**config.mk**
```make
export PLATFORM = sky130hd
export DESIGN_NAME = pin_reader
export DESIGN_NICKNAME = d
export VERILOG_FILES = /design/src/rtl/pin_reader.sv
export SDC_FILE = /design/constraint.sdc
export NUM_CORES = 1
export LEC_CHECK = 0
export CORE_UTILIZATION = 45
export DETAILED_ROUTE_END_ITERATION = 12
export PLACE_DENSITY = 0.82
export SYNTH_ARGS = -nofsm -noshare
export SYNTH_HDL_FRONTEND = slang
export SYNTH_SLANG_ARGS = --single-unit
export TNS_END_PERCENT = 5
```
**constraint.sdc**
```tcl
create_clock -name clock -period 1.6 [get_ports clock]
set_input_delay 0.32 -clock clock [delete_from_list [all_inputs] [get_ports clock]]
set_output_delay 0.32 -clock clock [all_outputs]
set_load 0.02 [all_outputs]
```
**src/rtl/pin_reader.sv**
```systemverilog
// Pin reader: synchronises an inverted external pin, debounces it, and
// reports each accepted level change through a single-entry event buffer.
module pin_reader #(
  parameter bit          INVERT   = 1'b1,
  parameter int unsigned DEBOUNCE = 4,
  parameter int unsigned CNT_W    = 8
) (
  input  logic             clock,
  input  logic             reset_n,
  input  logic             pin,
  input  logic             clear,
  input  logic             evt_ready,
  output logic             level,
  output logic             evt_valid,
  output logic             evt_rise,
  output logic             overflow,
  output logic [CNT_W-1:0] edge_count
);

  localparam logic [7:0] DB_LAST = 8'(DEBOUNCE - 1);

  logic       s1;
  logic       s2;
  logic       d;
  logic [7:0] db_cnt;
  logic       accept;
  logic       drop;

  assign d      = s2 ^ INVERT;
  assign accept = (d != level) && (db_cnt == DB_LAST);
  assign drop   = accept && evt_valid && !evt_ready;

  always_ff @(posedge clock or negedge reset_n) begin
    if (!reset_n) begin
      s1     <= 1'b0;
      s2     <= 1'b0;
      level  <= INVERT;
      db_cnt <= '0;
    end else begin
      s1 <= pin;
      s2 <= s1;
      if (d == level) begin
        db_cnt <= '0;
      end else if (accept) begin
        level  <= d;
        db_cnt <= '0;
      end else begin
        db_cnt <= db_cnt + 8'd1;
      end
    end
  end

  always_ff @(posedge clock or negedge reset_n) begin
    if (!reset_n) begin
      evt_valid <= 1'b0;
      evt_rise  <= 1'b0;
    end else if (accept && (!evt_valid || evt_ready)) begin
      evt_valid <= 1'b1;
      evt_rise  <= d;
    end else if (evt_valid && evt_ready) begin
      evt_valid <= 1'b0;
    end
  end

  // An event in the same cycle as clear wins: it counts as the first edge
  // after the clear, and a dropped one re-arms overflow.
  always_ff @(posedge clock or negedge reset_n) begin
    if (!reset_n) begin
      edge_count <= '0;
      overflow   <= 1'b0;
    end else begin
      if (accept) begin
        edge_count <= clear ? CNT_W'(1) : edge_count + 1'b1;
      end else if (clear) begin
        edge_count <= '0;
      end
      if (clear) begin
        overflow <= drop;
      end else if (drop) begin
        overflow <= 1'b1;
      end
    end
  end

endmodule

```
# --- Yosys cells after proc, flatten, opt, wreduce, memory -nomap -nowiden ---
# Index checks and enable logic that the tools add are counted.
word_totals:
  register_bits: 22
  latchBits: 0
  ram_bits: 0
  mem_bits_ro: 0
  inputBits: 5
  elab_cells: 36
  n_memories: 0
op_classes:
  add_sub_neg: 2
  multipliers: 0
  n_div: 0
  n_lt_le_gt_ge: 0
  n_eq_ne: 3
  shift: 0
  muxes: 9
  bitwise: 2
  n_reduce_logical: 12
op_table:
  columns: ["cell", "n"]
  rows:
  - ["2-to-1 mux 8 bit", 5]
  - ["adder 8 x 1 -> 8 bit (second input constant)", 2]
  - ["== test 8 x 2 -> 1 bit (second input constant)", 1]
  - ["nonzero test 2 bit", 3]
  - ["logical AND 1 bit", 5]
  - ["2-to-1 mux 1 bit", 4]
  - ["zero test 1 bit", 2]
  - ["inverter 1 bit", 2]
  - ["AND reduction 2 bit", 1]
  - ["== test 1 bit", 1]
  - ["logical OR 1 bit", 1]
  - ["inequality test 1 bit", 1]

# --- Longest topological paths before layout ---
# Gate-level depths: netlist of the first run.
depth:
  depth_word: 7
  ltp_mapped: 5

# --- Worst setup path after synthesis of the first run ---
# Ideal clock, no wire load.
synth_path:
  path_type: "register to register"
  start: "register db_cnt[0]"
  end: "register edge_count[4]"
  setup_ns: 0.077
  arrival_ns: 1.562
  slack_ns: -0.039
  stages_incl_launch_ff: 6
  cell_sequence: "dfrtp_1 ha_1 nor3b_2 nand3_2 or3_1 a21oi_1"
synth_via:
  elab_chain_cells: 3
  elab_cells_between_ends: 4
synth_lines:
  columns: ["element", "line", "rtl"]
  rows:
  - ["start: declaration", "25", "logic [7:0] db_cnt;"]
  - ["start signal: assignment", "48", "db_cnt <= db_cnt + 8'd1;"]
  - ["== test 8 x 2 -> 1 bit *", "30", "assign accept = (d != level) && (db_cnt == DB_LAST);"]
  - ["logical AND 1 bit *", "30", null]
  - ["2-to-1 mux 8 bit / nonzero test 2 bit (equally long branches)", null, null]
  - ["end signal: assignment", "73", "edge_count <= clear ? CNT_W'(1) : edge_count + 1'b1;"]
  - ["end: declaration", "17", "output logic [CNT_W-1:0] edge_count"]
# Mark *: on every way between the ends. The rest lies on a longest branch, timed or not.
# A chain may end at the register's enable or synchronous reset.

# --- Worst setup path after layout of the first run ---
layout_path:
  start: "register db_cnt[7]"
  end: "register edge_count[3]"
# The elaborated chain is that of the path after synthesis.

==> results of run 1 <==
path summary, 6_finish.rpt:
path                           start             to  slack (ns)  cells past startpoint
max in group asynchronous    reset_n          level        0.96                      2
min in group clock                s1             s2        0.37                      0
max reg2reg                db_cnt[7]  edge_count[3]       -0.03                      6
max                        db_cnt[7]  edge_count[3]       -0.03                      6
min reg2reg                       s1             s2        0.37                      0
min                          reset_n  edge_count[3]        0.35                      2
sequential cells by signal (all words and copies together) (netlist names):
name        cells
s2              1
evt_rise        1
level           1
edge_count      8
overflow        1
s1              1
evt_valid       1
db_cnt          8
per-stage QoR:
step	setup WS [ns]	TNS, ns	instances	hold slack, ns
2_1_floorplan	-0.01276	-0.01276	89	0.02441
4_1_cts	-0.04109	-0.08029	144	0.3522
6_report	-0.03043	-0.04162	150	0.3487
5_1_grt	-0.1212	-0.3807	150	0.3533
3_3_place_gp	0.07213	0	140	0.3443
3_5_place_dp	-0.02184	-0.03425	140	0.3442
worst max-delay path: stages, from the launching register on:
cell and delay, ns:
dfrtp_1 0.44, nor4_4 0.38, nand4_1 0.21, buf_4 0.20, buf_6 0.10, xor2_1 0.13
nor2_1 0.11
timing repair:
action,4_1_cts,5_1_grt
resized for setup,13,9
pin swaps,1,9
setup buffers,0,6
setup endpoints to repair,15,7
final cells by class:
cell class | count | area (um2)
fillers | 163 | 686.9
flip-flops and latches | 22 | 551.8
multi-input cells | 65 | 441.7
repair buffers | 31 | 257.7
well taps | 27 | 33.78
clock buffers | 4 | 26.28
inverters | 1 | 3.754
power by group:
part	internal, W	switching [W]
Combinational	0.000186	0.000210
Sequential	0.000630	0.0000489
Clock	0.0000973	0.000160
Total	0.000914	0.000418
placed cells by master, fill, tap and decap left out, drive strengths merged:
cell type and instances:
clkdlybuf4s50 4, nor2b 2, inv 1, a21oi 4, o21ai 6, ha 2, clkbuf 5, buf 15
dlygate4sd2 11, and2 1, nor4 1, mux2i 1, o22ai 1, nand2 7, nand3 7, xor2 6
nor2 9, nor3b 1, or3 4, nand2b 1, xnor2 4, and3 5, nand4 2, o31ai 1
dfrtp 21, dfstp 1
cells by family (layout without fill, tap and decap cells):
group,count (synthesis),after routing,share of synthesized area
compound gates,12,12,0.06531
xor+xnor,10,10,0.08962
fa+ha+maj,2,2,0.02560
buf+inv,2,36,0.01152
flops,22,22,0.5647
mux,1,1,0.01024
simple gates,40,40,0.2330
per-layer routing:
| layer | share of wire | wire, um | GRT usage |
|---|---|---|---|
| met5 | 0 | 0 | 0 |
| met3 | 0.032 | 64 | 0.01887 |
| met4 | 0.016 | 31 | 0.08824 |
| met2 | 0.50 | 999 | 0.3079 |
| met1 | 0.45 | 891 | 0.2025 |
==> flow_metrics.env, run 1 <==
export IMPL_yosys_most_used_dff="dfrtp_1"
export IMPL_grt_max_degree=23
export IMPL_max_freq_mhz=613.3
export IMPL_synth_seq_cells=22
export IMPL_fin_crit_ns=1.630
export IMPL_ant_nets=0
export IMPL_p_per_area_mw_per_mm2=1013
export IMPL_clock_latency_ns=0.31
export IMPL_syn_inst=89
export IMPL_synth_fp_nets=96
export IMPL_finalSetupViolCount=2
export IMPL_vdd_ir_drop_max_uv=588.0
export IMPL_ys_async_sr_fraction=1.000
export IMPL_p_leak_nw=0.6527
export IMPL_final_layout_size_suffix_gt1_frac=0.2276
export IMPL_clkTransAtPathRegs_ns=0.12
export IMPL_chipWidth_um=48.60
export IMPL_holdBufCountCts=0
export IMPL_start_util=0.4881
export IMPL_gp_congestion=0.7704
export IMPL_dp_hpwl_um=1343
export IMPL_worstSetupPathType="register to register"
export IMPL_wl_per_cell_um=13.24
export IMPL_ctsHtreeMaxLevel=1
export IMPL_coreArea_mm2=0.002002
export IMPL_nets=131
export IMPL_clockRootBuffer="clkbuf_4"
export IMPL_dr_first_iter_drc_count=6
export IMPL_wl_um=1986
export IMPL_yosys_warnings=0
export IMPL_final_area_mm2=0.001315
export IMPL_finClkSkew_ns=0.009400
export IMPL_netlist_top_cells_count="21 x dfrtp_1, 9 x nor2_1, 7 x nand2_1"
export IMPL_cts_sinks=22
export IMPL_grt_pass1_vias=753
export IMPL_relSlewSlack=0.7377
export IMPL_die_area_mm2=0.002362
export IMPL_drt_drc_violations_left=0
export IMPL_finalHoldViolCount=0
export IMPL_final_max_slew_violation_count=0
export IMPL_diodes=0
export IMPL_vias=775
export IMPL_synth_edf_count=0
export IMPL_synth_area_leader_cell="dfrtp_1"
export IMPL_row_count=16
export IMPL_tightest_slew_ns=0.3923
export IMPL_ys_seq_area_frac=0.5647
export IMPL_cts_buffers=3
export IMPL_violations="negative setup slack"
export IMPL_yosysMostFrequentCell="dfrtp_1"
export IMPL_cp_required_ns=1.84
export IMPL_io_pin_count=17
export IMPL_routed_via_density=5.167
export IMPL_critPathMaxFanout=4
export IMPL_avgSynthCellArea_um2=10.98
export IMPL_power_w=0.001332
export IMPL_cts_tree="done"
export IMPL_ys_top_cells_by_area="dfrtp_1 54%, xor2_1 5.4%, xnor2_1 3.6%, nor2_1 3.5%, and3_1 3.2%"
export IMPL_placed_cell_area_mm2=0.001237
export IMPL_yosysUniqueCellTypes=24
export IMPL_setup_ws_ns=-0.03043
export IMPL_port_buffers=16
export IMPL_max_cap_violations=0
export IMPL_synthToLayoutAreaGrowth_pct=34.57
export IMPL_netlist_area_um2=977.2
export IMPL_hp_class="input port to asynchronous set/reset pin"
export IMPL_status="complete, but fails checks"
export IMPL_grt_antenna_before_repair=0
export IMPL_grt_first_pass_wirelength_um=3132
export IMPL_cp_arrival_ns=1.87
export IMPL_fin_util=0.6569
export IMPL_finalCritPeriodShare=1.019
export IMPL_grt_overflow_total=0
export IMPL_clockBufferDepth=2
export IMPL_synth_top_area_frac=0.5378
export IMPL_start_kind="register"
export IMPL_dr_pass1_iters=4
export IMPL_grt_use_total=0.1724
export IMPL_endpoint_kind="register"
export IMPL_die_h_um=48.60
export IMPL_rsz0062_at_grt="yes"
Note: power is estimated with default switching activity, not from simulation.
==> run 2, diff against run 1 <==
--- a/config.mk
+++ b/config.mk
@@ -5,9 +5,11 @@
 export SDC_FILE = /design/constraint.sdc
 export NUM_CORES = 1
 export LEC_CHECK = 0
+export ABC_AREA = 0
 export CORE_UTILIZATION = 45
 export DETAILED_ROUTE_END_ITERATION = 12
 export PLACE_DENSITY = 0.82
+export RECOVER_POWER = 50
 export SYNTH_ARGS = -nofsm -noshare
 export SYNTH_HDL_FRONTEND = slang
 export SYNTH_SLANG_ARGS = --single-unit
==> run 2 against run 1 <==
Compared with the run above: first-iteration DRC count rose by 33%; non-clock buffer count did not move; worst hold slack improved by 0.021 ns; the run still ends with negative setup slack left; count of clock-buffer cells in the layout did not move; register-to-register slack barely moved; sequential power barely moved; die area did not move; critical path depth did not move.
==> flow_metrics.env, run 2 (synthesis results as in run 1) <==
export IMPL_violations="negative setup slack"
export IMPL_finalHoldViolCount=0
export IMPL_relSlewSlack=0.6311
export IMPL_diodes=0
export IMPL_clockBufferDepth=2
export IMPL_drt_drc_violations_left=0
export IMPL_p_per_area_mw_per_mm2=1014
export IMPL_p_leak_nw=0.6516
export IMPL_critPathMaxFanout=4
export IMPL_holdBufCountCts=0
export IMPL_reg_largest_list="db_cnt (8), edge_count (8)"
export IMPL_holdWs_ns=0.3698
export IMPL_max_freq_mhz=617.3
export IMPL_ctsHtreeMaxLevel=1
export IMPL_cp_arrival_ns=1.86
export IMPL_path_delay_family="simple AND/OR/NAND/NOR gates"
export IMPL_max_cap_violations=0
export IMPL_final_max_slew_violation_count=0
export IMPL_clock_latency_ns=0.31
export IMPL_fin_crit_ns=1.620
export IMPL_critical_path_max_stage_delay_ns=0.44
export IMPL_use_met2=0.3079
export IMPL_grt_busiest_layer="met2"
export IMPL_grt_antenna_before_repair=0
export IMPL_io_pin_count=17
export IMPL_cts_tree="done"
export IMPL_pre_cts_ws_ns=-0.02184
export IMPL_tightest_slew_ns=0.5533
export IMPL_finClkSkew_ns=0.009281
export IMPL_dp_hpwl_um=1343
export IMPL_wl_um=1991
export IMPL_fin_util=0.6556
export IMPL_dr_pass1_iters=4
export IMPL_chipWidth_um=48.60
export IMPL_worstSetupPathType="register to register"
export IMPL_status="complete, but fails checks"
export IMPL_cts_sinks=22
export IMPL_routed_via_density=5.200
export IMPL_die_h_um=48.60
export IMPL_grt_pass1_vias=753
export IMPL_layout_commonest_cell="dfrtp_1"
export IMPL_worst_path_max_delay_cell="dfrtp_1"
export IMPL_grt_max_degree=23
export IMPL_synthToLayoutAreaGrowth_pct=34.32
export IMPL_hp_class="register to register"
export IMPL_rsz0062_at_grt="yes"
export IMPL_clkTransAtPathRegs_ns=0.12
export IMPL_row_count=16
export IMPL_vias=780
export IMPL_final_area_mm2=0.001313
export IMPL_setup_ws_ns=-0.01984
export IMPL_dr_first_iter_drc_count=8
export IMPL_crit_chain="nor4_4 > nand4_1 > buf_4 > buf_6 > xor2_1 > nor2_1"
export IMPL_vdd_ir_drop_max_uv=585.4
export IMPL_start_kind="register"
export IMPL_cp_buffers_inverters=2
export IMPL_gp_congestion=0.7704
export IMPL_die_area_mm2=0.002362
export IMPL_coreArea_mm2=0.002002
export IMPL_grt_overflow_total=0
export IMPL_ant_nets=0
export IMPL_grt_first_pass_wirelength_um=3132
export IMPL_endpoint_kind="register"
export IMPL_final_layout_size_suffix_gt1_frac=0.2276
export IMPL_wl_per_cell_um=13.27
export IMPL_clockRootBuffer="clkbuf_4"
export IMPL_port_buffers=16
export IMPL_finalCritPeriodShare=1.012
export IMPL_cp_required_ns=1.84
export IMPL_nets=131
export IMPL_grtUsageMet1=0.2025
export IMPL_placed_cell_area_mm2=0.001237
export IMPL_cts_buffers=3
export IMPL_layout_common_cells="21 x dfrtp_1, 13 x buf_4, 11 x dlygate4sd2_1, 9 x nor2_1, 7 x nand2_1"
export IMPL_start_util=0.4881
export IMPL_gr_usage_met3=0.01887
export IMPL_finalSetupViolCount=2
export IMPL_grt_use_total=0.1724
## run 2: power breakdown
part | internal [W] | switching (W)
Sequential | 0.000630 | 0.0000489
Clock | 0.0000973 | 0.000160
Combinational | 0.000185 | 0.000210
Total | 0.000912 | 0.000419
## run 2: per-stage QoR
| step | power, W | instances | setup TNS (ns) |
|---|---|---|---|
| 4_1_cts | 0.001329 | 144 | -0.08029 |
| 3_3_place_gp | 0.001075 | 140 | 0 |
| 5_1_grt | 0.001421 | 150 | -0.3807 |
| 3_5_place_dp | 0.001093 | 140 | -0.03425 |
| 2_1_floorplan | 0.0008899 | 89 | -0.01276 |
| 6_report | 0.001331 | 150 | -0.02083 |
## run 2: worst paths after layout
| check | start | endpoint | slack (ns) | cells after the start |
|---|---|---|---|---|
| max in group asynchronous | reset_n | level | 0.71 | 2 |
| min in group asynchronous | reset_n | edge_count[3] | 0.51 | 2 |
| hold / removal | s1 | s2 | 0.37 | 0 |
| hold reg to reg | s1 | s2 | 0.37 | 0 |
| setup / recovery | db_cnt[7] | edge_count[3] | -0.02 | 6 |
| setup reg to reg | db_cnt[7] | edge_count[3] | -0.02 | 6 |
## run 2: metal layers
layer | wire length, um | up-vias
met3 | 70 | 4
met4 | 31 | 0
met1 | 875 | 380
met2 | 1013 | 20
met5 | 0 | -
li1 | - | 376
## run 2: area by class of cell
cell class / instances / area [um2]
clock buffers: 4 / 26.28
inverters: 1 / 3.754
multi-input cells: 65 / 441.7
well taps: 27 / 33.78
repair buffers: 31 / 255.2
fillers: 164 / 689.4
flip-flops and latches: 22 / 551.8
## run 2: repair_timing
action / 4_1_cts / 5_1_grt
cloned: 0 / 0
setup endpoints to repair: 15 / 7
pin swaps: 1 / 9
buffers inserted: 0 / 6
gates resized for setup: 13 / 9
endpoints found under the hold margin: 0 / 0
==> run 3, diff against run 2 <==
--- a/config.mk
+++ b/config.mk
@@ -6,9 +6,10 @@
 export NUM_CORES = 1
 export LEC_CHECK = 0
 export ABC_AREA = 0
-export CORE_UTILIZATION = 45
+export CORE_UTILIZATION = 54
+export CTS_CLUSTER_SIZE = 8
 export DETAILED_ROUTE_END_ITERATION = 12
-export PLACE_DENSITY = 0.82
+export PLACE_DENSITY = 0.91
 export RECOVER_POWER = 50
 export SYNTH_ARGS = -nofsm -noshare
 export SYNTH_HDL_FRONTEND = slang
==> constraint.sdc (replaced) <==
create_clock -name clock -period 2.1 [get_ports clock]
set_input_delay 0.42 -clock clock [delete_from_list [all_inputs] [get_ports clock]]
set_output_delay 0.42 -clock clock [all_outputs]
set_load 0.02 [all_outputs]
==> run 3 against run 2 <==
Compared with the run above: the run now ends clean; die area down 16%; non-clock buffer count fell by 14; wire length down 20%; sequential share of layout area is 3.9 points higher; first-iteration DRC count rose to 2.5 times the previous value; flip-flop and latch count stayed put; power decreased by 26%; critical path depth is 5 lower; clock power shrank 12%; register-to-register slack improved by 0.31 ns; combinational power fell by 40%; count of clock-buffer cells in the layout stayed put; critical endpoint is now level; largest power group unchanged.
==> flow_metrics.env, run 3 (synthesis results as in run 1) <==
export IMPL_cp_required_ns=1.68
export IMPL_fin_crit_ns=1.894
export IMPL_grt_pass1_vias=658
export IMPL_port_buffers=16
export IMPL_rsz0062_at_grt="no"
export IMPL_cp_arrival_ns=1.47
export IMPL_fill_cells=130
export IMPL_grt_use_total=0.1865
export IMPL_finalCritPeriodShare=0.9021
export IMPL_final_max_slew_violation_count=0
export IMPL_clockRootBuffer="clkbuf_4"
export IMPL_die_h_um=44.54
export IMPL_endpoint_kind="primary output"
export IMPL_fin_tns_setup_ns=0
export IMPL_die_area_mm2=0.001984
export IMPL_p_per_area_mw_per_mm2=825.0
export IMPL_gp_congestion=0.7331
export IMPL_hp_class="register to register"
export IMPL_holdWs_ns=0.3682
export IMPL_io_pin_count=17
export IMPL_layout_commonest_cell="dfrtp_1"
export IMPL_path_depth=1
export IMPL_p_leak_nw=0.5337
export IMPL_final_layout_size_suffix_gt1_frac=0.07339
export IMPL_critPathMaxFanout=3
export IMPL_vdd_ir_drop_max_uv=647.1
export IMPL_start_util=0.5722
export IMPL_worstSetupPathType="register to primary output"
export IMPL_routed_via_density=5.343
export IMPL_grt_max_degree=13
export IMPL_power_w=0.0009909
export IMPL_dr_first_iter_drc_count=20
export IMPL_cts_resized_gates=0
export IMPL_dp_hpwl_um=1232
export IMPL_crit_chain="clkdlybuf4s50_1"
export IMPL_layout_common_cells="21 x dfrtp_1, 14 x clkdlybuf4s50_1, 9 x nor2_1, 7 x nand2_1"
export IMPL_diodes=0
export IMPL_relSlewSlack=0.6335
export IMPL_finClkSkew_ns=0.007720
export IMPL_finalSetupViolCount=0
export IMPL_clock_latency_ns=0.31
export IMPL_chipWidth_um=44.54
export IMPL_worst_path_max_delay_cell="clkdlybuf4s50_1"
export IMPL_ant_nets=0
export IMPL_vias=716
export IMPL_tightest_slew_ns=0.5498
export IMPL_ctsHtreeMaxLevel=1
export IMPL_cts_buffers=3
export IMPL_reg_largest_list="db_cnt (8), edge_count (8)"
export IMPL_holdBufCountCts=0
export IMPL_critical_path_max_stage_delay_ns=0.60
export IMPL_start_kind="register"
export IMPL_clockBufferDepth=2
export IMPL_cts_setup_buffers=0
export IMPL_cp_buffers_inverters=1
export IMPL_dp_cells=130
export IMPL_finalHoldViolCount=0
export IMPL_nets=117
export IMPL_max_freq_mhz=527.8
export IMPL_drt_drc_violations_left=0
export IMPL_cts_sinks=22
export IMPL_min_path_cells=0
export IMPL_clkTransAtPathRegs_ns=0.11
export IMPL_grt_overflow_total=0
export IMPL_max_cap_violations=0
export IMPL_synthToLayoutAreaGrowth_pct=22.92
export IMPL_path_delay_family="buffers and inverters"
export IMPL_wl_per_cell_um=11.92
export IMPL_dr_pass1_iters=4
export IMPL_row_count=15
export IMPL_status="completed"
export IMPL_cts_tree="done"
export IMPL_coreArea_mm2=0.001708
export IMPL_stdcell_count=134
export IMPL_wl_um=1597
export IMPL_r2r_cells=5
export IMPL_reg2reg_slack_ns=0.29
export IMPL_grt_antenna_before_repair=0
export IMPL_grt_first_pass_wirelength_um=2670
-- run 3: cell types whose count changed in the layout (fill, tap and decap cells not counted), sizes merged --
cell / before / now
clkdlybuf4s50: 2 / 14
clkbuf: 6 / 5
buf: 14 / 0
dlygate4sd2: 11 / 0
-- run 3: final cells by class --
cell class / instances / area, um2 / share of cell area
Inverter: 1 / 3.754 / 0.003125
Clock buffer: 4 / 36.28 / 0.03021
Multi-Input combinational cell: 65 / 414.1 / 0.3448
Sequential cell: 22 / 551.8 / 0.4594
Tap cell: 25 / 31.28 / 0.02604
Timing Repair Buffer: 17 / 163.9 / 0.1365
-- run 3: path summary, 6_finish.rpt --
path,from,endpoint
min in group asynchronous,reset_n,db_cnt[4]
worst min register to register,s1,s2
max in group asynchronous,reset_n,db_cnt[2]
worst max register to register,db_cnt[0],edge_count[4]
worst max-delay path,level,level
worst min-delay path,s1,s2
-- run 3: metal layers --
metal	vias up	wire length (um)	GRT usage
li1	351	-	-
met4	0	15	0.07879
met1	343	730	0.2446
met5	-	0	0
met2	19	774	0.3029
met3	3	76	0.03673
-- run 3: report_power, final --
group          internal [W]  switching (W)  total, W
combinational      0.000105       0.000130  0.000235
clock              0.000106       0.000122  0.000228
sequential         0.000481      0.0000482  0.000529
-- run 3: through the flow --
step / utilization / instance area, um2 / setup slack, ns
floorplan: - / 977.2 / 0.4606
global placement: 0.6842 / 1169 / 0.3687
detailed placement: 0.6842 / 1169 / 0.2995
CTS: 0.7055 / 1205 / 0.1963
global route: 0.7033 / 1201 / 0.1235
finish: 0.7033 / 1201 / 0.2055
